### src/rtl/bit_deserialize.sv
// bit_deserialize
//   Assembles a qualified serial bit stream into DATA_WIDTH-bit words and hands
//   each completed word to a consumer through a valid/ready output register.
//   A sync marker (qualified by bit_valid) realigns the word boundary. The
//   serial side never stalls: a word completing while the previous word is
//   still unaccepted is dropped and recorded in the sticky overrun flag.
//
//   BLOCK_NAME, X, Y, DX and DY are diagram metadata only. Only the BEHAVIORAL
//   architecture carries logic; the device-specific variants tie outputs low.
//
// Ports
//   clk          rising-edge clock
//   rst_n        asynchronous active-low reset
//   bit_in       serial data, sampled when bit_valid=1
//   bit_valid    qualifies bit_in and sync
//   sync         frame-start marker; the qualified bit becomes bit 0 of a word
//   data_out     assembled word, valid while data_valid=1
//   data_valid   output word valid
//   data_ready   consumer accept
//   overrun      sticky flag, set when a completed word is dropped
//   overrun_clr  clears overrun (a coincident new overrun wins)
//
// States
//   state | meaning
//   HUNT  | waiting for sync, incoming bits ignored
//   SHIFT | accumulating bits into the current word
module bit_deserialize #(
    parameter string BLOCK_NAME      = "bit_deserialize",
    parameter int    X               = 0,
    parameter int    Y               = 0,
    parameter int    DX              = 0,
    parameter int    DY              = 0,
    parameter string ARCHITECTURE    = "BEHAVIORAL",
    parameter int    DATA_WIDTH      = 8,
    parameter int    SHIFT_DIRECTION = 1,
    parameter int    REQUIRE_SYNC    = 1
) (
    input  logic                  clk,
    input  logic                  rst_n,
    input  logic                  bit_in,
    input  logic                  bit_valid,
    input  logic                  sync,
    output logic [DATA_WIDTH-1:0] data_out,
    output logic                  data_valid,
    input  logic                  data_ready,
    output logic                  overrun,
    input  logic                  overrun_clr
);

    localparam int CW = (DATA_WIDTH > 2) ? $clog2(DATA_WIDTH) : 1;

    generate
        if (ARCHITECTURE == "BEHAVIORAL") begin : g_behav
            typedef enum logic {
                HUNT  = 1'b0,
                SHIFT = 1'b1
            } state_t;

            localparam state_t          RST_STATE = (REQUIRE_SYNC != 0) ? HUNT : SHIFT;
            localparam logic [CW-1:0]   LAST      = CW'(DATA_WIDTH - 1);

            state_t                  state;
            logic [CW-1:0]           cnt;
            logic [DATA_WIDTH-1:0]   sr;
            logic [DATA_WIDTH-1:0]   sr_shifted;
            logic [DATA_WIDTH-1:0]   sr_first;
            logic                    realign;
            logic                    shifting;
            logic                    word_done;
            logic                    drop_word;

            // LSB-first enters at the MSB and moves right so the first bit
            // lands in bit 0; MSB-first enters at the LSB and moves left.
            assign sr_shifted = (SHIFT_DIRECTION != 0) ? {bit_in, sr[DATA_WIDTH-1:1]}
                                                       : {sr[DATA_WIDTH-2:0], bit_in};
            assign sr_first   = (SHIFT_DIRECTION != 0) ? {bit_in, {(DATA_WIDTH-1){1'b0}}}
                                                       : {{(DATA_WIDTH-1){1'b0}}, bit_in};

            assign realign   = bit_valid & sync;
            assign shifting  = (state == SHIFT) & bit_valid & ~sync;
            assign word_done = shifting & (cnt == LAST);
            // The held word has priority; a new word only replaces it on a transfer.
            assign drop_word = word_done & data_valid & ~data_ready;

            always_ff @(posedge clk or negedge rst_n) begin
                if (!rst_n) begin
                    state      <= RST_STATE;
                    cnt        <= '0;
                    sr         <= '0;
                    data_out   <= '0;
                    data_valid <= 1'b0;
                    overrun    <= 1'b0;
                end else begin
                    case (state)
                        HUNT: begin
                            if (realign) begin
                                state <= SHIFT;
                                sr    <= sr_first;
                                cnt   <= CW'(1);
                            end
                        end
                        SHIFT: begin
                            if (realign) begin
                                sr  <= sr_first;
                                cnt <= CW'(1);
                            end else if (shifting) begin
                                sr  <= sr_shifted;
                                cnt <= (cnt == LAST) ? '0 : cnt + CW'(1);
                            end
                        end
                        default: begin
                            state <= RST_STATE;
                        end
                    endcase

                    if (word_done && (!data_valid || data_ready)) begin
                        data_out   <= sr_shifted;
                        data_valid <= 1'b1;
                    end else if (data_valid && data_ready) begin
                        data_valid <= 1'b0;
                    end

                    if (drop_word) begin
                        overrun <= 1'b1;
                    end else if (overrun_clr) begin
                        overrun <= 1'b0;
                    end
                end
            end
        end else begin : g_stub
            assign data_out   = '0;
            assign data_valid = 1'b0;
            assign overrun    = 1'b0;
        end
    endgenerate

endmodule

### config.mk
export PLATFORM = sky130hd
export DESIGN_NAME = bit_deserialize
export DESIGN_NICKNAME = d
export VERILOG_FILES = /design/src/rtl/bit_deserialize.sv
export SDC_FILE = /design/constraint.sdc
export NUM_CORES = 1
export LEC_CHECK = 0
export ABC_CLOCK_PERIOD_IN_PS = 3400
export CORE_MARGIN = 2
export CORE_UTILIZATION = 53
export DETAILED_ROUTE_END_ITERATION = 10
export PLACE_DENSITY_LB_ADDON = 0.05
export SYNTH_ARGS = -nofsm -noshare
export SYNTH_HDL_FRONTEND = slang
export SYNTH_SLANG_ARGS = --single-unit
### constraint.sdc
create_clock -name clk -period 3.4 [get_ports clk]
set_input_delay 0.68 -clock clk [delete_from_list [all_inputs] [get_ports clk]]
set_output_delay 0.68 -clock clk [all_outputs]
set_load 0.01 [all_outputs]
==> metrics, run 1 <==
CP startpoint kind=input port; # Post-CTS Setup Buffers=0; outcome=finished clean; vias per cell=approximately 5.5; drt total wl=1.40 mm; vias in the first global route=~600; CTS tree=done; Worst EP arrival=approximately 2300 ps; Cell Pwr Density=around 440 nW/um^2; Longest Clk Path Bufs=2; cell count after synthesis=73; critical path required time=between 3000 and 4000 ps; root buf cell=clkbuf_4; area grow syn2layout=21.7%; Tot Pwr=about 0.48 mW; CORE AREA=1540 um^2; wire per inst=13.2 um; #FFs+latches synth=21; Chip Height=around 45 um; switching part of the total power=between 20% and 30%; DIE AREA=2020 um^2; I/O Buffers=16; Num Clock Sinks=21; worst-path cell chain=clkdlybuf4s50_1, nand4b_1, nor2b_1, buf_4, mux2_1; hold slack final=between 400 and 500 ps; utilization after layout=a little over two thirds; P_int=0.356 mW; worst r2r dst=data_out[5]; GRT Util Overall=17.9%; # hold bufs at CTS=0; I/O pin count=17; Fmax=~480 MHz; final hold vios=0; Post-Syn Nets=around 80; Placer Congestion=just over 0.7; most common cell after layout, fill and taps aside=dfrtp_1; Largest stage delay, worst path=approximately 700 ps; RSZ-0062 raised after global routing=no; Seq pwr share=approximately three fifths; final slew viol count=0; Logic pwr share=15.8%; DRC=0; reg2reg path depth=6; FF-to-FF Start=g_behav.cnt[0]; Worst Hold Path EP=data_out[3]; P_leak=around 0.50 nW; clock share of power=about a quarter; worst-skew pair later-pin latency=~300 ps; share of cells above drive strength 1=6.67%; post-route ant nets=0; max_slew headroom=38.8%; initial antenna violation count=0; grt total ovfl=0; measured slew at the worst slew-check pin=just over 900 ps; Cell Area, Synth=just under 900 um^2; CTS H-tree depth=1; Setup TNS=0 ps; most frequent cells in the layout=dfrtp_1, clkdlybuf4s50_1, mux2_1; largest net degree at the start of global routing=22; Final setup viols=0; Yosys cell types=21; max cap viols=0; Worst setup EP type=register; TritonCTS Buffers=3; Hold Crit Depth=1; skew final=1.43 ps; row count=14; HPWL after detailed placement=between 1 and 1.5 mm; warnings from Yosys=0; sequential cell area fraction in the yosys report=59.2%; Initial DRC Count=7; Initial DRT Pass Iterations=4; Worst IR Drop VDD=between 0.2 and 0.3 mV; Clock transition at path regs=120 ps; die width=44.9 um; CP Max Fanout=13; Ant. Diodes=0; final instance area=roughly 1100 um^2; final layout net count=100; Post-CTS Resized=0; final period demand of the worst path=about 2100 ps; Final Cycle Share=slightly above 60%; DR vias=between 500 and 600; CP max stage cell=clkdlybuf4s50_1; Mapped Avg Cell Area=approximately 12 um^2; NetSw=between 0.1 and 0.15 mW; Setup CP Type=in -> reg; hold_sp=data_out[3]; Starting Density=between 50% and 60%; Placed Area=1050 um^2; R2R setup slack=1760 ps; first-pass GRT wire length=~2.6 mm; Hold Path Class=reg -> reg
==> worst max-delay path: cells and delay by family <==
| family | cells | cell delay (ps) |
|---|---|---|
| mux | 1 | 330 |
| simple gates | 2 | 380 |
| buf+inv | 2 | 890 |
==> layout make-up <==
type | count | area [um^2]
tap | 16 | 20.0
clock inverter | 1 | 5.00
clock buffer | 3 | 22.5
inverter | 6 | 22.5
sequential | 21 | 526
fill | 122 | 462
multi-input combinational | 42 | 317
timing repair buffer | 17 | 168
==> registers in the layout, summed over array words and instances, names as in the netlist <==
name / cells
data_out: 8
overrun: 1
g_behav.state: 1
data_valid: 1
g_behav.sr: 7
g_behav.cnt: 3
==> synthesized netlist by cell type (all sizes together) <==
cell type / instances / area share (%)
dfrtp: 21 / 59
mux2: 9 / 11
inv: 6 / 2.5
o22ai: 6 / 4.2
nand2: 5 / 2.1
buf: 4 / 2.5
nand3: 3 / 1.7
o21a: 3 / 2.5
o21ai: 3 / 1.7
a22o: 2 / 2.0
ha: 2 / 2.8
nand2b: 2 / 1.4
o22a: 2 / 2.0
a21o: 1 / 0.85
nand4b: 1 / 0.99
nor2: 1 / 0.42
nor2b: 1 / 0.71
nor3b: 1 / 0.85
==> power by group through the flow <==
stage / Clock, mW / Combinational [mW] / Sequential, mW
final: 0.120 / 0.0752 / 0.281
after floorplan: 0 / 0.0353 / 0.289
after global routing: 0.133 / 0.0853 / 0.285
after global placement: 0 / 0.0743 / 0.286
after CTS: 0.122 / 0.0766 / 0.282
after detailed placement: 0 / 0.0764 / 0.287
==> how the worst max path moves through the flow <==
stage / to / slack (ps) / cells past startpoint / from
2_1_floorplan: data_out[0] / 1820 / 4 / sync
3_3_place_gp: data_out[6] / 1040 / 5 / bit_valid
3_5_place_dp: data_out[5] / 980 / 5 / bit_valid
4_1_cts: data_out[5] / 1320 / 5 / bit_valid
5_1_grt: data_out[2] / 1220 / 5 / bit_valid
6_report: data_out[5] / 1310 / 5 / bit_valid
==> kinds of logic (layout without fill, tap and decap cells) <==
kind of cell	Yosys count	in the layout	synth area share, %
muxes	9	9	11.4
and+or+nand+nor	14	14	8.18
buffers and inverters	10	27	5.08
DFF	21	21	59.2
adders and majority gates	2	2	2.82
AOI/OAI and AO/OA	17	17	13.3
==> metrics by stage <==
| step | setup WS, ps | instances |
|---|---|---|
| after floorplan | 1820 | 73 |
| after global placement | 1040 | 102 |
| after detailed placement | 980 | 102 |
| after CTS | 1320 | 106 |
| after global routing | 1220 | 106 |
| final | 1310 | 106 |
==> metal layers <==
layer	vias up	global-route usage [%]	share of wire, %
met3	4	4.00	4.4
met5	-	0	0
li1	289	-	-
met4	0	8.82	1.5
met1	277	25.5	49
met2	14	26.1	45
Note: power is estimated with default switching activity, not from simulation.
==> run 2: changes to the inputs <==
Settings changed: ABC_CLOCK_PERIOD_IN_PS 3400 to 2000, CORE_UTILIZATION 53 to 49.
Clock period 3.4 ns to 2 ns, I/O delays scaled along.
==> run 2 against run 1 <==
  * Sequential share of layout area down 1.8 points
  * Die area rose by 7.4%
  * Via count rose by 3.3%
==> metrics, run 2 (same netlist as run 1, synthesis figures left out) <==
outcome=finished clean; Logic pwr share=about 16%; Placer Congestion=roughly 0.7; Seq pwr share=between 50% and 60%; clock share of power=between 20% and 30%; P_int=between 0.6 and 0.7 mW; die width=46.6 um; Num Clock Sinks=21; Crit path buffers/inverters=1; RSZ-0062 raised after global routing=no; CP startpoint kind=register; share of cells above drive strength 1=a little over a tenth; wire per inst=~12 um; P_leak=about 0.52 nW; area grow syn2layout=26.4%; Largest Register=data_out; Post-CTS Resized=0; top routing layer in use=met4; worst-skew pair later-pin latency=300 ps; vias in the first global route=590; HPWL after detailed placement=1.04 mm; Setup TNS=0 ps; Setup CP Type=reg -> out; CP Max Fanout=2; Ant. Diodes=0; measured slew at the worst slew-check pin=382 ps; worst-path cell chain=clkdlybuf4s50_1; M1 wire length=slightly below 700 um; drt total wl=1.43 mm; # hold bufs at CTS=0; NetSw=a little over 0.2 mW; Largest regs=data_out (8), g_behav.sr (7), g_behav.cnt (3); first-pass GRT wire length=around 2.6 mm; vias per cell=between 5 and 6; GRT Util Overall=between 10% and 20%; # Post-CTS Setup Buffers=0; CTS H-tree depth=1; Final setup viols=0; Initial DRT Pass Iterations=4; DRC=0; final hold vios=0; met2 wire len=roughly 660 um; max reg flops=8; Worst setup EP type=primary output; met3 WL post-DR=approximately 58 um; CORE AREA=about 1700 um^2; Clock transition at path regs=between 100 and 150 ps; CP top delay family=buffers and inverters; Longest Clk Path Bufs=2; max_slew headroom=between 70% and 80%; max cap viols=0; Cell Pwr Density=between 700 and 800 nW/um^2; DR vias=between 600 and 700; final period demand of the worst path=1610 ps; I/O Buffers=16; Worst EP arrival=about 1200 ps; most frequent cells in the layout=dfrtp_1, clkdlybuf4s50_1, mux2_1; root buf cell=clkbuf_4; Hold Path Class=in -> async; Chip Height=46.6 um; largest net degree at the start of global routing=22; Initial DRC Count=8; Starting Density=about half; Final Cycle Share=roughly four fifths; final slew viol count=0; switching part of the total power=24.8%; CP max stage cell=clkdlybuf4s50_1; DIE AREA=~2200 um^2; Worst IR Drop VDD=~0.39 mV; Tot Pwr=between 0.8 and 0.9 mW; post-route ant nets=0; Fmax=just over 600 MHz; initial antenna violation count=0; grt total ovfl=0; skew final=roughly 6.6 ps; CTS tree=done; Largest stage delay, worst path=approximately 540 ps; TritonCTS Buffers=3; most common cell after layout, fill and taps aside=dfrtp_1; critical path required time=~1600 ps; row count=15; final layout net count=104; I/O pin count=17
## run 2: cell type report
class | instances | area (um^2)
clock inverter | 1 | 5.00
timing repair buffer | 21 | 198
clock buffer | 3 | 22.5
inverter | 6 | 22.5
fill | 135 | 587
tap | 25 | 31.3
sequential | 21 | 526
multi-input combinational | 42 | 317
## run 2: power by group through the flow
stage	Combinational (mW)	Sequential (mW)	Clock (mW)
floorplan	0.0600	0.491	0
global route	0.150	0.484	0.224
CTS	0.135	0.479	0.205
global placement	0.131	0.486	0
finish	0.133	0.479	0.199
detailed placement	0.134	0.488	0
## run 2: metrics by stage
step	utilization (%)	hold slack, ps	cell area [um^2]	std cells	worst slack (ps)
floorplan	-	104	887	73	495
global placement	64.0	469	1090	115	201
detailed placement	64.0	474	1090	115	178
CTS	65.6	432	1120	119	373
global route	65.6	460	1120	119	332
finish	65.6	426	1120	119	387
## run 2: worst paths after layout
kind                                startpoint        endpoint  slack [ps]  depth (start not counted)
worst min register to register     data_out[2]     data_out[2]         490                          1
worst min-delay path                     rst_n   g_behav.sr[4]         430                          2
min in group clk                   data_out[2]     data_out[2]         490                          1
max in group asynchronous                rst_n  g_behav.cnt[0]        1370                          2
worst max register to register  g_behav.cnt[0]     data_out[6]         430                          6
worst max-delay path               data_out[6]     data_out[6]         390                          1
## run 2: routing by layer
layer	GRT usage, %	vias up
met1	24.1	285
met3	2.75	4
met2	26.1	14
li1	-	300
met5	0	-
met4	8.57	0
==> run 3: changes to the inputs <==
Settings changed: ABC_CLOCK_PERIOD_IN_PS 2000 to 1600.
Clock period 2 ns to 1.6 ns, I/O delays scaled along.
==> run 3 against run 2 <==
  * Register-to-register slack got worse by 380 ps
  * Worst setup slack got worse by 330 ps
  * Via count up 4.6%
  * Highest routed layer unchanged
==> metrics, run 3 (same netlist as run 1, synthesis figures left out) <==
share of cells above drive strength 1=between 20% and 30%; P_leak=between 0.5 and 0.6 nW; most frequent cells in the layout=dfrtp_1, clkdlybuf4s50_1, buf_4; Longest Clk Path Bufs=2; reg2reg path depth=6; drt total wl=around 1.6 mm; CP startpoint kind=register; RSZ-0062 raised after global routing=yes; Ant. Diodes=0; Setup CP Type=reg -> reg; max cap viols=0; max_slew headroom=just over 80%; Tot Pwr=roughly 1.1 mW; vias per cell=about 5; Largest regs=data_out (8), g_behav.sr (7), g_behav.cnt (3); Worst setup EP type=register; root buf cell=clkbuf_4; Largest Register=data_out; outcome=finished clean; Largest stage delay, worst path=380 ps; final hold vios=0; worst-skew pair later-pin latency=290 ps; final slew viol count=0; final period demand of the worst path=around 1500 ps; TritonCTS Buffers=3; hold slack final=between 300 and 400 ps; CP Max Fanout=8; Initial DRT Pass Iterations=3; GRT Util Overall=17.0%; initial antenna violation count=0; CORE AREA=~1700 um^2; max reg flops=8; Starting Density=51.9%; DR vias=631; vias in the first global route=about 590; CTS tree=done; Worst IR Drop VDD=0.665 mV; Hold Path Class=in -> async; die width=46.6 um; WP depth=6; Placer Congestion=~0.68; I/O Buffers=16; worst-path cell chain=ha_2, ha_4, nand4b_1, nor2b_1, buf_6, mux2_4; Num Clock Sinks=21; Clock transition at path regs=roughly 110 ps; final layout net count=about 110; most common cell after layout, fill and taps aside=dfrtp_1; grt total ovfl=0; area grow syn2layout=38.6%; Fmax=roughly 650 MHz; I/O pin count=17; Crit path buffers/inverters=1; fillers=roughly 110; Finished Layout Cells=127; largest net degree at the start of global routing=22; Final setup viols=0; skew final=between 2 and 2.5 ps; worst setup path startpoint=g_behav.cnt[0]; Cells after DPL=120; CP max stage cell=dfrtp_1; Cell Pwr Density=around 860 nW/um^2; measured slew at the worst slew-check pin=approximately 260 ps; # hold bufs at CTS=0; Worst EP arrival=about 1700 ps; post-route ant nets=0; row count=15; HPWL after detailed placement=about 1.1 mm; Initial DRC Count=10; Chip Height=46.6 um; CTS H-tree depth=1; wire per inst=roughly 13 um; FF-to-FF Start=g_behav.cnt[0]; pre-CTS setup slack=-122 ps; Final Cycle Share=a little over nine tenths; DIE AREA=between 2000 and 2500 um^2; DRC=0; setup ws final=53.2 ps; critical path required time=~1800 ps; first-pass GRT wire length=roughly 2.5 mm; CP top delay family=flip-flops
run 3: cell types whose count changed in the layout (fill, tap and decap cells not counted), sizes merged:
cell	previous run	this run
buf	5	13
run 3: path summary, 6_finish.rpt:
check	to	slack [ps]
worst min register to register	data_out[5]	520
max in group asynchronous	g_behav.sr[7]	1040
worst max-delay path	data_out[6]	50
worst max register to register	data_out[6]	50
worst min-delay path	overrun	360
min in group clk	data_out[5]	520
run 3: metrics by stage:
step                util [%]  area [um^2]  TNS [ps]
floorplan                  -          887         0
global placement        66.2         1130      -567
detailed placement      66.2         1130      -918
CTS                     68.3         1170         0
global route            72.0         1230      -192
finish                  72.0         1230         0
run 3: metal layers:
metal	track usage [%]	vias up	share of wire [%]
met4	8.57	0	0.81
met1	20.8	303	49
li1	-	316	-
met2	28.1	10	48
met5	0	-	0
met3	3.53	2	2.8
run 3: layout make-up:
| type | count | area, um^2 | area share [%] |
|---|---|---|---|
| clock buffers | 3 | 22.5 | 1.83 |
| clock inverters | 1 | 5.00 | 0.407 |
| inverters | 6 | 22.5 | 1.83 |
| well taps | 25 | 31.3 | 2.54 |
| flip-flops and latches | 21 | 526 | 42.7 |
| multi-input cells | 42 | 362 | 29.4 |
| repair buffers | 29 | 262 | 21.3 |
run 3: power by group:
group          internal (mW)  switching, mW  total, mW
Sequential             0.574         0.0280      0.601
Combinational          0.127         0.0795      0.206
Clock                 0.0930          0.154      0.247
Total                  0.793          0.262       1.05
run 3: timing repair:
item | CTS | global route
setup endpoints to repair | 2 | 8
gates resized for setup | 0 | 12
setup buffers | 1 | 2
pin swaps | 0 | 2
gates cloned | 0 | 0
